## src/rtl/mem_stage.sv

```systemverilog
// MEM pipeline stage: data-memory req/ack and accelerator-bus valid/ready transactions,
// upstream stall generation and the MEM/WB register. Optional watchdog: MEM_TIMEOUT_EN.
module mem_stage #(
    parameter int unsigned TIMEOUT_CYCLES = 255
) (
    input  logic        clk,
    input  logic        rst_n,
    input  logic [15:0] iAluOut,
    input  logic [15:0] iData2,
    input  logic [3:0]  iDest,
    input  logic        iAlutoReg,
    input  logic        iMemtoReg,
    input  logic        iBustoReg,
    input  logic        iMemRead,
    input  logic        iMemWrite,
    input  logic        iBusWrite,
    output logic        oStall,
    output logic        oDmReq,
    output logic        oDmWe,
    output logic [15:0] oDmAddr,
    output logic [15:0] oDmWdata,
    input  logic        iDmAck,
    input  logic [15:0] iDmRdata,
    output logic        oBusValid,
    output logic        oBusWe,
    output logic [7:0]  oBusAddr,
    output logic [15:0] oBusWdata,
    input  logic        iBusReady,
    input  logic [15:0] iBusRdata,
    output logic [15:0] oWbData,
    output logic [3:0]  oDest,
    output logic        oRegWrite,
    output logic        oErr
);

    localparam logic [1:0] IDLE    = 2'd0;
    localparam logic [1:0] MEM_REQ = 2'd1;
    localparam logic [1:0] BUS_REQ = 2'd2;
    localparam logic [1:0] DONE    = 2'd3;

    logic [1:0]  state_q, state_d;
    logic [15:0] addr_q, addr_d;
    logic [15:0] wdata_q, wdata_d;
    logic        we_q, we_d;
    logic [15:0] mem_rdata_q, mem_rdata_d;
    logic [15:0] bus_rdata_q, bus_rdata_d;
    logic [15:0] wb_data_q, wb_data_d;
    logic [3:0]  dest_q, dest_d;
    logic        reg_write_q, reg_write_d;

    logic mem_op, bus_op, stall, in_req, timeout_fire;

    assign mem_op = iMemRead | iMemWrite;
    assign bus_op = iBusWrite | iBustoReg;
    assign in_req = (state_q == MEM_REQ) || (state_q == BUS_REQ);

    // Gated by rst_n so a reset mid-transaction releases the upstream pipeline at once.
    assign stall = rst_n & ((state_q == IDLE) ? (mem_op | bus_op) : in_req);

`ifdef MEM_TIMEOUT_EN
    localparam int unsigned CntW = (TIMEOUT_CYCLES > 255) ? $clog2(TIMEOUT_CYCLES + 1) : 8;

    logic [CntW-1:0] cnt_q, cnt_d;
    logic            err_q, err_d;
    logic            cnt_hit;

    assign cnt_hit = (cnt_q == CntW'(TIMEOUT_CYCLES - 1));

    // A response arriving in the expiry cycle takes precedence over the timeout.
    assign timeout_fire = cnt_hit & (((state_q == MEM_REQ) & ~iDmAck) |
                                     ((state_q == BUS_REQ) & ~iBusReady));

    always_comb begin
        cnt_d = '0;
        if (in_req) begin
            cnt_d = cnt_q + 1'b1;
        end
        err_d = err_q | timeout_fire;
    end

    always_ff @(posedge clk or negedge rst_n) begin
        if (!rst_n) begin
            cnt_q <= '0;
            err_q <= 1'b0;
        end else begin
            cnt_q <= cnt_d;
            err_q <= err_d;
        end
    end

    assign oErr = err_q;
`else
    logic unused_timeout;
    assign unused_timeout = ^TIMEOUT_CYCLES;
    assign timeout_fire   = 1'b0;
    assign oErr           = 1'b0;
`endif

    always_comb begin
        state_d     = state_q;
        addr_d      = addr_q;
        wdata_d     = wdata_q;
        we_d        = we_q;
        mem_rdata_d = mem_rdata_q;
        bus_rdata_d = bus_rdata_q;
        case (state_q)
            IDLE: begin
                if (mem_op) begin
                    addr_d  = iAluOut;
                    wdata_d = iData2;
                    we_d    = iMemWrite;
                    state_d = MEM_REQ;
                end else if (bus_op) begin
                    addr_d  = iAluOut;
                    wdata_d = iData2;
                    we_d    = iBusWrite;
                    state_d = BUS_REQ;
                end
            end
            MEM_REQ: begin
                if (iDmAck) begin
                    mem_rdata_d = iDmRdata;
                    state_d     = DONE;
                end else if (timeout_fire) begin
                    mem_rdata_d = 16'hDEAD;
                    state_d     = DONE;
                end
            end
            BUS_REQ: begin
                if (iBusReady) begin
                    bus_rdata_d = iBusRdata;
                    state_d     = DONE;
                end else if (timeout_fire) begin
                    bus_rdata_d = 16'hDEAD;
                    state_d     = DONE;
                end
            end
            // Inputs still hold the finished op here; never re-trigger from DONE.
            DONE:    state_d = IDLE;
            default: state_d = IDLE;
        endcase
    end

    always_comb begin
        wb_data_d   = wb_data_q;
        dest_d      = dest_q;
        reg_write_d = 1'b0;
        if (!stall) begin
            dest_d      = iDest;
            reg_write_d = iAlutoReg | iMemtoReg | iBustoReg;
            if (iMemtoReg) begin
                wb_data_d = mem_rdata_q;
            end else if (iBustoReg) begin
                wb_data_d = bus_rdata_q;
            end else begin
                wb_data_d = iAluOut;
            end
        end
    end

    always_ff @(posedge clk or negedge rst_n) begin
        if (!rst_n) begin
            state_q     <= IDLE;
            addr_q      <= '0;
            wdata_q     <= '0;
            we_q        <= 1'b0;
            mem_rdata_q <= '0;
            bus_rdata_q <= '0;
            wb_data_q   <= '0;
            dest_q      <= '0;
            reg_write_q <= 1'b0;
        end else begin
            state_q     <= state_d;
            addr_q      <= addr_d;
            wdata_q     <= wdata_d;
            we_q        <= we_d;
            mem_rdata_q <= mem_rdata_d;
            bus_rdata_q <= bus_rdata_d;
            wb_data_q   <= wb_data_d;
            dest_q      <= dest_d;
            reg_write_q <= reg_write_d;
        end
    end

    assign oStall    = stall;
    assign oDmReq    = (state_q == MEM_REQ);
    assign oDmWe     = oDmReq & we_q;
    assign oDmAddr   = addr_q;
    assign oDmWdata  = wdata_q;
    assign oBusValid = (state_q == BUS_REQ);
    assign oBusWe    = oBusValid & we_q;
    assign oBusAddr  = addr_q[7:0];
    assign oBusWdata = wdata_q;
    assign oWbData   = wb_data_q;
    assign oDest     = dest_q;
    assign oRegWrite = reg_write_q;

endmodule

```

## config.mk

```make
export PLATFORM = sky130hd
export DESIGN_NAME = mem_stage
export DESIGN_NICKNAME = d
export VERILOG_FILES = /design/src/rtl/mem_stage.sv
export SDC_FILE = /design/constraint.sdc
export NUM_CORES = 1
export LEC_CHECK = 0
export CORE_AREA = 3 3 108 162
export CTS_CLUSTER_SIZE = 25
export DETAILED_ROUTE_END_ITERATION = 8
export DIE_AREA = 0 0 111 165
export PLACE_DENSITY_LB_ADDON = 0.1
export RECOVER_POWER = 25
export SLEW_MARGIN = 5
export SYNTH_ARGS = -nofsm -noshare
export SYNTH_HDL_FRONTEND = slang
export SYNTH_SLANG_ARGS = --single-unit
```

## constraint.sdc

```tcl
create_clock -name clk -period 2.7 [get_ports clk]
set_input_delay 0.27 -clock clk [delete_from_list [all_inputs] [get_ports clk]]
set_output_delay 0.27 -clock clk [all_outputs]
set_load 0.005 [all_outputs]
```

==> flow_metrics.py <==
metrics = {
    "pwr": {
        "p_int_w": 0.00462,
        "p_per_area_nw_per_um2": 1090,
        "power_frac_seq_pct": 36.5,
        "total_power_w": 0.00649,
        "vdd_drop_max_mv": 0.336,
        "p_sw_w": 0.00187,
        "swShare_pct": 28.8,
        "p_leak_nw": 2.58,
        "clockPowerShare_pct": 18.0,
        "p_comb_share_pct": 45.5,
    },
    "floorplan": {
        "io_pins": 161,
        "coreArea_um2": 16200,
        "die_width_um": 111,
        "die-area_um2": 18300,
        "start_util_pct": 24.8,
        "die_height_um": 165,
        "core.rowCount": 57,
    },
    "timing": {
        "drv_slew": 0,
        "relSlewSlack_pct": 23.1,
        "fmax_mhz": 427,
        "min_period_ns": 2.34,
        "max_slew.worst_pin.slew_ns": 1.15,
        "setup_viol": 0,
        "fin_skew_ns": 0.00794,
        "min_period_over_period_pct": 86.8,
        "rsz0062_at_grt": "false",
        "timing.setup.tns_ns": 0,
        "finalHoldViolations": 0,
    },
    "clock_tree": {
        "cts_buffers": 9,
        "clkTransAtPathRegs_ns": 0.06,
        "h-tree-depth": 3,
        "cts_tree": "built",
        "cts_resized": 0,
        "clockRootBuffer": "clkbuf_16",
        "clkSinkCount": 88,
        "clk_latency_ns": 0.33,
        "ctsLongestPathBuffers": 2,
    },
    "logic_synthesis": {
        "synth_top_area_cell": "dfrtp_1",
        "syn_inst": 287,
        "synthArstFlopShare_pct": 100,
        "synthFlopType": "dfrtp_1",
        "synth-edff-count": 0,
        "yosysTopAreaCellShare_pct": 54.9,
        "synth_commonest_cells": "dfrtp_1 (88), mux2_2 (57), buf_4 (27), mux2_4 (20), nand2_1 (19)",
        "ys_ff_latch": 88,
        "synthDistinctLibCells": 22,
        "yosysSeqAreaShare_pct": 54.9,
        "ys_warn_count": 0,
        "synthMostInstantiatedCell": "dfrtp_1",
        "syn_area_um2": 4010,
        "synthesis.nets": 369,
        "syn_area_per_cell_um2": 14.0,
        "ys_top_cells_by_area": "dfrtp_1 (55%), mux2_2 (16%), mux2_4 (7.5%), buf_4 (5.0%), mux2i_1 (4.5%)",
    },
    "critical_path": {
        "criticalPathCategory": "flip-flop to output port",
        "crit_family": "buffers and inverters",
        "cp_max_fo": 4,
        "critPathBufInv": 3,
        "cpMostUsedCell": "inv_1",
        "end_kind": "output port",
        "required_ns": 2.43,
        "path_cells": "inv_1, ha_1, o21ai_0, a21o_1, inv_1, clkdlybuf4s50_1",
        "max_stage_delay_ns": 0.50,
        "arrival_ns": 2.07,
        "cp_slowest_cell": "clkdlybuf4s50_1",
        "cp-start-kind": "flip-flop",
    },
    "detailed_routing": {
        "drt_iter0_markers": 50,
        "wl_per_cell_um": 16.7,
        "firstDrtPassIters": 4,
        "dr_total_vias": 2679,
        "routed_wl_um": 10700,
        "ant_nets": 0,
        "vias_per_cell": 4.19,
        "drc": 0,
    },
    "flow_run": {
        "max_cap_viol_count": 0,
    },
    "placement": {
        "gp_congestion": 0.712,
        "dp_hpwl_um": 7750,
        "io_buffers": 159,
    },
    "grt": {
        "antenna_found_initial": 0,
        "grt_max_degree": 74,
        "grt_pass1_wl_um": 16700,
        "track_usage_pct": 12.0,
        "grt-ovfl-total": 0,
        "first_global_vias": 2907,
    },
    "finish": {
        "syn_to_final_growth_pct": 47.8,
        "layout-drive-gt1-share_pct": 23.3,
        "finalNetCount": 510,
        "n_antenna_cell": 0,
    },
    "outcome": {
        "status": "completed",
    },
    "hold_path": {
        "hold_path.class": "primary input to async pin",
    },
}
[routing by layer]
metal	vias up	track usage, %	routed length (µm)
li1	1265	-	-
met1	1333	13.1	4100
met4	0	4.37	167
met5	-	0	0
met3	9	2.79	435
met2	72	22.4	5950
[layout by cell type (no fill, tap or decap), types with 2 or more instances in the layout]
cell type	instances
mux2i_1	18
nor2_1	2
buf_4	6
o21ai_0	18
mux2_1	8
mux2_2	57
mux2_4	20
inv_1	6
clkbuf_16	9
dlygate4sd3_1	49
a21oi_1	2
clkinvlp_4	4
clkbuf_1	2
dfrtp_1	88
clkdlybuf4s50_1	109
ha_1	4
and2_1	2
nand2_1	19
[metrics by stage]
stage | instance area, µm² | setup WS, ns | utilization, % | hold slack [ns] | cells
6_report | 5930 | 0.355 | 36.6 | 0.357 | 639
5_1_grt | 5930 | 0.249 | 36.6 | 0.374 | 639
4_1_cts | 5950 | 0.298 | 36.7 | 0.331 | 639
3_5_place_dp | 5660 | 0.304 | 35.0 | 0.155 | 622
3_3_place_gp | 5660 | 0.332 | 35.0 | 0.151 | 622
2_1_floorplan | 4010 | 1.02 | - | -0.0256 | 287
[power by group through the flow]
stage	logic [W]	registers [W]	clock network [W]
after floorplan	0.00170	0.00237	0
after global placement	0.00313	0.00240	0
after detailed placement	0.00317	0.00242	0
after CTS	0.00318	0.00240	0.00122
after global routing	0.00320	0.00248	0.00129
final	0.00295	0.00237	0.00117
[cell type report]
cell class | count | area [µm²]
flip-flops and latches | 88 | 2200
repair buffers | 167 | 1660
multi-input cells | 156 | 1520
clock inverters | 4 | 30.0
inverters | 6 | 22.5
clock buffers | 12 | 246
well taps | 206 | 258
fillers | 1602 | 10300
[path summary, 6_finish.rpt]
check / cells after the start / slack, ns / to / start
setup reg to reg: 5 / 0.45 / oBusWdata[2]$_DFFE_PN0P_ / state_q[0]$_DFFE_PN0P_
hold reg to reg: 1 / 0.48 / oDmAddr[11]$_DFFE_PN0P_ / oDmAddr[11]$_DFFE_PN0P_
setup / recovery: 6 / 0.36 / oStall / state_q[0]$_DFFE_PN0P_
hold / removal: 2 / 0.36 / oBusWdata[4]$_DFFE_PN0P_ / rst_n
max in group asynchronous: 3 / 1.10 / oDmAddr[11]$_DFFE_PN0P_ / rst_n
min in group clk: 1 / 0.48 / oDmAddr[11]$_DFFE_PN0P_ / oDmAddr[11]$_DFFE_PN0P_
[cell families (layout without fill, tap and decap cells)]
logic type | Yosys count | after routing | synth area share [%]
AOI/OAI and AO/OA | 24 | 24 | 3.83
adders and majority gates | 4 | 4 | 1.25
buffers and inverters | 43 | 189 | 7.33
DFF | 88 | 88 | 54.9
muxes | 103 | 103 | 30.2
other | 1 | 1 | 0.0934
and+or+nand+nor | 24 | 24 | 2.43
[state kept, by name, indices dropped and copies added, names as in the netlist]
signal       count
oRegWrite        1
mem_rdata_q     16
oBusWdata       16
state_q          2
oDest            4
we_q             1
bus_rdata_q     16
oWbData         16
oDmAddr         16
[what timing repair did]
| item | 4_1_cts | 5_1_grt |
|---|---|---|
| endpoints found under the hold margin | 15 | 0 |
| setup buffers | 0 | 0 |
| hold buffers | 1 | 0 |
[worst reg2reg max path, stage by stage, from the launching register on]
cell	delay, ns
dfrtp_1	0.37
inv_1	0.09
ha_1	0.27
o41ai_4	0.07
clkbuf_2	0.91
mux2_2	0.43
Note: power is estimated with default switching activity, not from simulation.
